[src/rtl/led_pkg.sv]
// Shared encodings for the LED request arbiter: display modes, FSM states
// and the per-mode start pattern.
package led_pkg;

  localparam int LED_W = 4;

  typedef enum logic [1:0] {
    MODE_OFF   = 2'b00,
    MODE_SOLID = 2'b01,
    MODE_BLINK = 2'b10,
    MODE_CHASE = 2'b11
  } mode_e;

  typedef enum logic {
    IDLE = 1'b0,
    SHOW = 1'b1
  } state_e;

  function automatic logic [LED_W-1:0] start_pattern(mode_e m);
    case (m)
      MODE_SOLID, MODE_BLINK: return 4'b1111;
      MODE_CHASE:             return 4'b0001;
      default:                return 4'b0000;
    endcase
  endfunction

endpackage

[src/rtl/led_pattern_gen.sv]
// LED pattern register: loads the mode's start value on start and advances
// BLINK/CHASE on each tick. start overrides a coincident tick.
module led_pattern_gen
  import led_pkg::*;
(
  input  logic             sys_clk,
  input  logic             rst_n,
  input  mode_e            mode,
  input  logic             start,
  input  logic             tick,
  output logic [LED_W-1:0] led
);

  mode_e            mode_q;
  logic [LED_W-1:0] pat_q;

  always_ff @(posedge sys_clk or negedge rst_n) begin
    if (!rst_n) begin
      mode_q <= MODE_OFF;
      pat_q  <= '0;
    end else if (start) begin
      mode_q <= mode;
      pat_q  <= start_pattern(mode);
    end else if (tick) begin
      case (mode_q)
        MODE_BLINK: pat_q <= ~pat_q;
        MODE_CHASE: pat_q <= {pat_q[LED_W-2:0], pat_q[LED_W-1]};
        default:    pat_q <= pat_q;
      endcase
    end
  end

  assign led = pat_q;

endmodule

[src/rtl/led_req_arbiter.sv]
// Shares the LED bank between N_REQ requesters with a minimum display time.
// Fixed priority by default; define LED_ROUND_ROBIN_EN for round-robin time-slicing.
//
// state | meaning
// IDLE  | no grant, LEDs off
// SHOW  | one requester granted, its pattern on the LEDs
module led_req_arbiter
  import led_pkg::*;
#(
  parameter int N_REQ       = 4,
  parameter int TICK_CYCLES = 10_000_000,
  parameter int MIN_TICKS   = 5
) (
  input  logic               sys_clk,
  input  logic               rst_n,
  input  logic [N_REQ-1:0]   req,
  input  logic [2*N_REQ-1:0] mode,
  output logic [N_REQ-1:0]   grant,
  output logic               busy,
  output logic [LED_W-1:0]   led
);

  localparam int IW = (N_REQ > 1) ? $clog2(N_REQ) : 1;
  localparam int TW = (TICK_CYCLES > 1) ? $clog2(TICK_CYCLES) : 1;
  localparam int HW = (MIN_TICKS > 0) ? $clog2(MIN_TICKS + 1) : 1;
  localparam logic [TW-1:0] TICK_LAST = TW'(TICK_CYCLES - 1);
  localparam logic [HW-1:0] HOLD_MAX  = HW'(MIN_TICKS);
  localparam logic [HW-1:0] HOLD_LAST = (MIN_TICKS > 0) ? HW'(MIN_TICKS - 1) : '0;

  state_e           state_q, state_d;
  logic [IW-1:0]    cur_q, cur_d;
  logic [IW-1:0]    winner;
  logic [N_REQ-1:0] cur_mask;
  logic [TW-1:0]    tick_cnt;
  logic [HW-1:0]    hold_cnt;
  logic             tick, min_met, hold_done, start;
  logic [LED_W-1:0] pat;

  assign cur_mask = N_REQ'(1) << cur_q;
  assign tick     = (state_q == SHOW) && (tick_cnt == TICK_LAST);
  assign min_met  = (hold_cnt == HOLD_MAX);
  // The final tick counts as met on its own edge, so a grant lasts exactly
  // MIN_TICKS*TICK_CYCLES cycles and a switch always lands on a tick.
  assign hold_done = min_met || (tick && (hold_cnt == HOLD_LAST));

`ifdef LED_ROUND_ROBIN_EN
  logic [IW-1:0] last_grant;

  // Search ascends from last_grant+1 with wrap; the nearest hit wins.
  always_comb begin
    int idx;
    winner = '0;
    idx    = 0;
    for (int k = N_REQ; k >= 1; k--) begin
      idx = (int'(last_grant) + k) % N_REQ;
      if (req[IW'(idx)]) winner = IW'(idx);
    end
  end

  always_ff @(posedge sys_clk or negedge rst_n) begin
    if (!rst_n)     last_grant <= IW'(N_REQ - 1);
    else if (start) last_grant <= cur_d;
  end
`else
  always_comb begin
    winner = '0;
    for (int i = 0; i < N_REQ; i++) begin
      if (req[IW'(i)]) winner = IW'(i);
    end
  end
`endif

  always_comb begin
    state_d = state_q;
    cur_d   = cur_q;
    start   = 1'b0;
    case (state_q)
      IDLE: begin
        if (|req) begin
          state_d = SHOW;
          cur_d   = winner;
          start   = 1'b1;
        end
      end
      SHOW: begin
        if (hold_done) begin
`ifdef LED_ROUND_ROBIN_EN
          if ((req & ~cur_mask) != '0) begin
            cur_d = winner;
            start = 1'b1;
          end else if (!req[cur_q]) begin
            state_d = IDLE;
          end
`else
          if (!req[cur_q]) begin
            if (|req) begin
              cur_d = winner;
              start = 1'b1;
            end else begin
              state_d = IDLE;
            end
          end else if (winner > cur_q) begin
            cur_d = winner;
            start = 1'b1;
          end
`endif
        end
      end
      default: state_d = IDLE;
    endcase
  end

  always_ff @(posedge sys_clk or negedge rst_n) begin
    if (!rst_n) begin
      state_q <= IDLE;
      cur_q   <= '0;
    end else begin
      state_q <= state_d;
      cur_q   <= cur_d;
    end
  end

  always_ff @(posedge sys_clk or negedge rst_n) begin
    if (!rst_n) begin
      tick_cnt <= '0;
      hold_cnt <= '0;
    end else if (start || (state_d != SHOW)) begin
      tick_cnt <= '0;
      hold_cnt <= '0;
    end else begin
      tick_cnt <= tick ? '0 : tick_cnt + 1'b1;
      if (tick && !min_met) hold_cnt <= hold_cnt + 1'b1;
    end
  end

  led_pattern_gen u_pattern (
    .sys_clk (sys_clk),
    .rst_n   (rst_n),
    .mode    (mode_e'(mode[{cur_d, 1'b0} +: 2])),
    .start   (start),
    .tick    (tick),
    .led     (pat)
  );

  assign busy  = (state_q == SHOW);
  assign grant = busy ? cur_mask : '0;
  assign led   = busy ? pat : '0;

endmodule

[config.mk]
export PLATFORM = sky130hd
export DESIGN_NAME = led_req_arbiter
export DESIGN_NICKNAME = d
export VERILOG_FILES = /design/src/rtl/led_pkg.sv /design/src/rtl/led_pattern_gen.sv /design/src/rtl/led_req_arbiter.sv
export SDC_FILE = /design/constraint.sdc
export NUM_CORES = 1
export LEC_CHECK = 0
export CORE_MARGIN = 2
export CORE_UTILIZATION = 52
export DETAILED_ROUTE_END_ITERATION = 6
export GPL_TIMING_DRIVEN = 1
export PLACE_DENSITY = 0.75
export SLEW_MARGIN = 20
export SYNTH_ARGS = -nofsm -noshare
export SYNTH_HDL_FRONTEND = slang
export SYNTH_SLANG_ARGS = --single-unit
[constraint.sdc]
create_clock -name sys_clk -period 2.91 [get_ports sys_clk]
set_input_delay 0.582 -clock sys_clk [delete_from_list [all_inputs] [get_ports sys_clk]]
set_output_delay 0.582 -clock sys_clk [all_outputs]
set_load 0.02 [all_outputs]
==> results of run 1 <==
## state kept, by name, summed over array words and instances, names as in the netlist
register          flops
busy                  1
hold_cnt              3
u_pattern.led         4
cur_q                 2
u_pattern.mode_q      2
tick_cnt             24
## stage by stage
step / total power [uW] / instance area (sq um) / std cells
after floorplan: 590 / 2250 / 242
after global placement: 656 / 2650 / 325
after detailed placement: 658 / 2650 / 325
after CTS: 1040 / 2780 / 334
after global routing: 1080 / 2870 / 338
final: 1030 / 2870 / 338
## what timing repair did
| item | in CTS | in global routing |
|---|---|---|
| setup endpoints to repair | 4 | 4 |
| buffers inserted | 1 | 4 |
| pin swaps | 3 | 7 |
| gates resized for setup | 8 | 12 |
## worst max-delay path, delay by kind of cell
kind            cells  cell delay (ps)
simple gates        3              340
buf+inv             1              600
fa+ha+maj           1              250
compound gates      5             1220
## synth_stat cells, types with 2 or more instances
cell type,count
o21a_1,2
nor2b_1,3
a21oi_1,6
nor2_1,35
ha_1,6
and2_1,10
dfrtp_1,36
nand3_1,14
xor2_1,11
a2111oi_1,2
nor3_1,5
nand2_1,14
nor3b_1,6
o31ai_1,4
or2_1,2
nand4_1,6
nor4b_4,2
inv_1,10
clkbuf_1,3
o21ai_1,2
o21ai_2,2
buf_2,3
o21ai_0,5
mux2i_1,2
nor4_1,2
xnor2_1,12
a22o_1,2
and3_1,12
## per-layer routing
metal / part of all wire / wire, microns / global-route usage / up-vias
met5: 0 / 0 / 0 / -
met4: 0.0059 / 29 / 0.0662 / 0
met3: 0.047 / 230 / 0.0567 / 2
met2: 0.46 / 2250 / 0.287 / 51
met1: 0.49 / 2380 / 0.297 / 908
li1: - / - / - / 943
## where the power goes
part           switching (uW)  internal (uW)  total (uW)
Combinational            67.2           75.0         142
Sequential               11.3            509         521
Clock                     177            192         369
## kinds of logic (layout without fill, tap and decap cells)
family,after synthesis,after routing,synth area share
flip-flops,36,36,0.400
AND/OR/NAND/NOR,121,121,0.303
multiplexers,4,4,0.0239
XOR/XNOR,23,23,0.0894
adder cells (fa/ha/maj),6,6,0.0333
buffers and inverters,16,62,0.0283
AO/OA/AOI/OAI,36,36,0.122
## path summary, 6_finish.rpt
check,cells after the start,end,startpoint
setup reg to reg,10,u_pattern.led[1]$_DFFE_PN0P_,tick_cnt[0]$_DFF_PN0_
setup / recovery,10,u_pattern.led[1]$_DFFE_PN0P_,req[0]
hold reg to reg,2,hold_cnt[1]$_DFFE_PN0P_,hold_cnt[1]$_DFFE_PN0P_
min in group asynchronous,2,tick_cnt[10]$_DFF_PN0_,rst_n
hold / removal,2,hold_cnt[1]$_DFFE_PN0P_,hold_cnt[1]$_DFFE_PN0P_
max in group asynchronous,2,u_pattern.mode_q[1]$_DFFE_PN0P_,rst_n
## layout make-up
| type | instances | share of cell area |
|---|---|---|
| multi-input combinational | 190 | 0.478 |
| clock buffer | 7 | 0.0301 |
| sequential | 36 | 0.314 |
| clock inverter | 1 | 0.00261 |
| tap | 50 | 0.0218 |
| timing repair buffer | 44 | 0.141 |
| inverter | 10 | 0.0131 |
==> impl_metrics.toml, run 1 <==
[run_status]
status = "complete, no violations"

[global_route]
grt_usage = 0.202
grt_overflow = 0
grt_pass1_vias = 1742
grt_pass1_wl_microns = 7940
grt_antenna_before_repair = 0
grt_max_degree = 37

[yosys]
synthesis.nets = 262
async_flop_share = 1.00
ys_warn_count = 0
ys_ff_latch = 36
synth_ff_type = "dfrtp_1"
synth.top_cell.area_share = 0.400
ys_types = 51
syn_area_sq_um = 2250
yosysTopAreaCell = "dfrtp_1"
seq_area_frac_synth = 0.400
synth_area_leaders = "dfrtp_1 (40%), nor2_1 (5.8%), xnor2_1 (4.7%)"
synthCells = 242
syn_area_per_cell_sq_um = 9.31
synth_edf_count = 0

[worst_setup_path]
setup.worst_path.end_class = "flip-flop"
arrival_ps = 3010
crit_fanout = 5
crit_chain = "clkdlybuf4s50_1 > nor4_2 > o21ai_1 > o32a_1 > o31ai_2 > a2111oi_2 > or2_1 > ha_1 > nand3_2 > o31ai_1"
cp_slowest_stage_delay_ps = 600
cp.required_ps = 3070
start_kind = "input port"
reg2reg_slack_ps = 100
cpMaxStageDelayCell = "clkdlybuf4s50_1"
worstSetupPathType = "in2reg"

[timing]
fin_crit_ps = 2840
max_slew_margin = 0.565
drv_slew = 0
fin_crit_sh = 0.976
tns_ps = 0
whs_ps = 552
setup_ws_ps = 68.5
hold_violations = 0
worst-slew-pin-transition_ps = 646
clock_skew_ps = 2.77
fmax_mhz = 352
setup_viol = 0

[final_layout]
area_growth_pct = 27.6
drive_gt1_frac = 0.188
antenna_cells = 0
fillers = 316
sequential_cell_area_sq_um = 901
multi_input_area_sq_um = 1370
nNetsFinal = 307
utilization = 0.703
final_common_cell = "dfrtp_1"
layout_common_cells = "dfrtp_1 (36), nor2_1 (34), buf_4 (21)"

[drt]
drt-initial-drc-count = 128
wl_microns = 4900
vias_per_cell = 5.63
wl_per_cell_microns = 14.5
drt_first_pass_iters = 4
drtAntennaViolNets = 0
drc = 0
vias = 1904

[floorplan]
boundaryPins = 23
coreArea_sq_um = 4090
initial_utilization = 0.551
die_w_microns = 69.8
die-area_sq_um = 4870
die_y_microns = 69.8
fp-row-count = 23

[power]
powerDensity_nw_per_um2 = 359
ir_drop_uv = 253
leakage_uw = 0.00128

[cts]
clkLatencyLatePin_ps = 280
cts_buffers = 5
clock-root-buffer = "clkbuf_8"
clock_path_buffers = 2
clk_pin_slew_ps = 70
cts_hold_buffers = 0
h-tree-depth = 2
clkSinkCount = 36
cts_tree = "built"

[place]
io_buffer_count = 22
hpwl_microns = 3460
place_congestion = 0.888
place_ws_ps = -545

[flow_run]
cap_violations = 0

[min_path]
hold_path_class = "reg2reg"
No activity file was read; power rests on OpenSTA's default activity.
==> inputs of run 2 (changes only) <==
--- a/config.mk
+++ b/config.mk
@@ -10,7 +10,7 @@
 export DETAILED_ROUTE_END_ITERATION = 6
 export GPL_TIMING_DRIVEN = 1
 export PLACE_DENSITY = 0.75
-export SLEW_MARGIN = 20
+export SLEW_MARGIN = 40
 export SYNTH_ARGS = -nofsm -noshare
 export SYNTH_HDL_FRONTEND = slang
 export SYNTH_SLANG_ARGS = --single-unit
==> results of run 2 <==
Same layout as run 1: the final DEF is identical, and so are final timing and power.
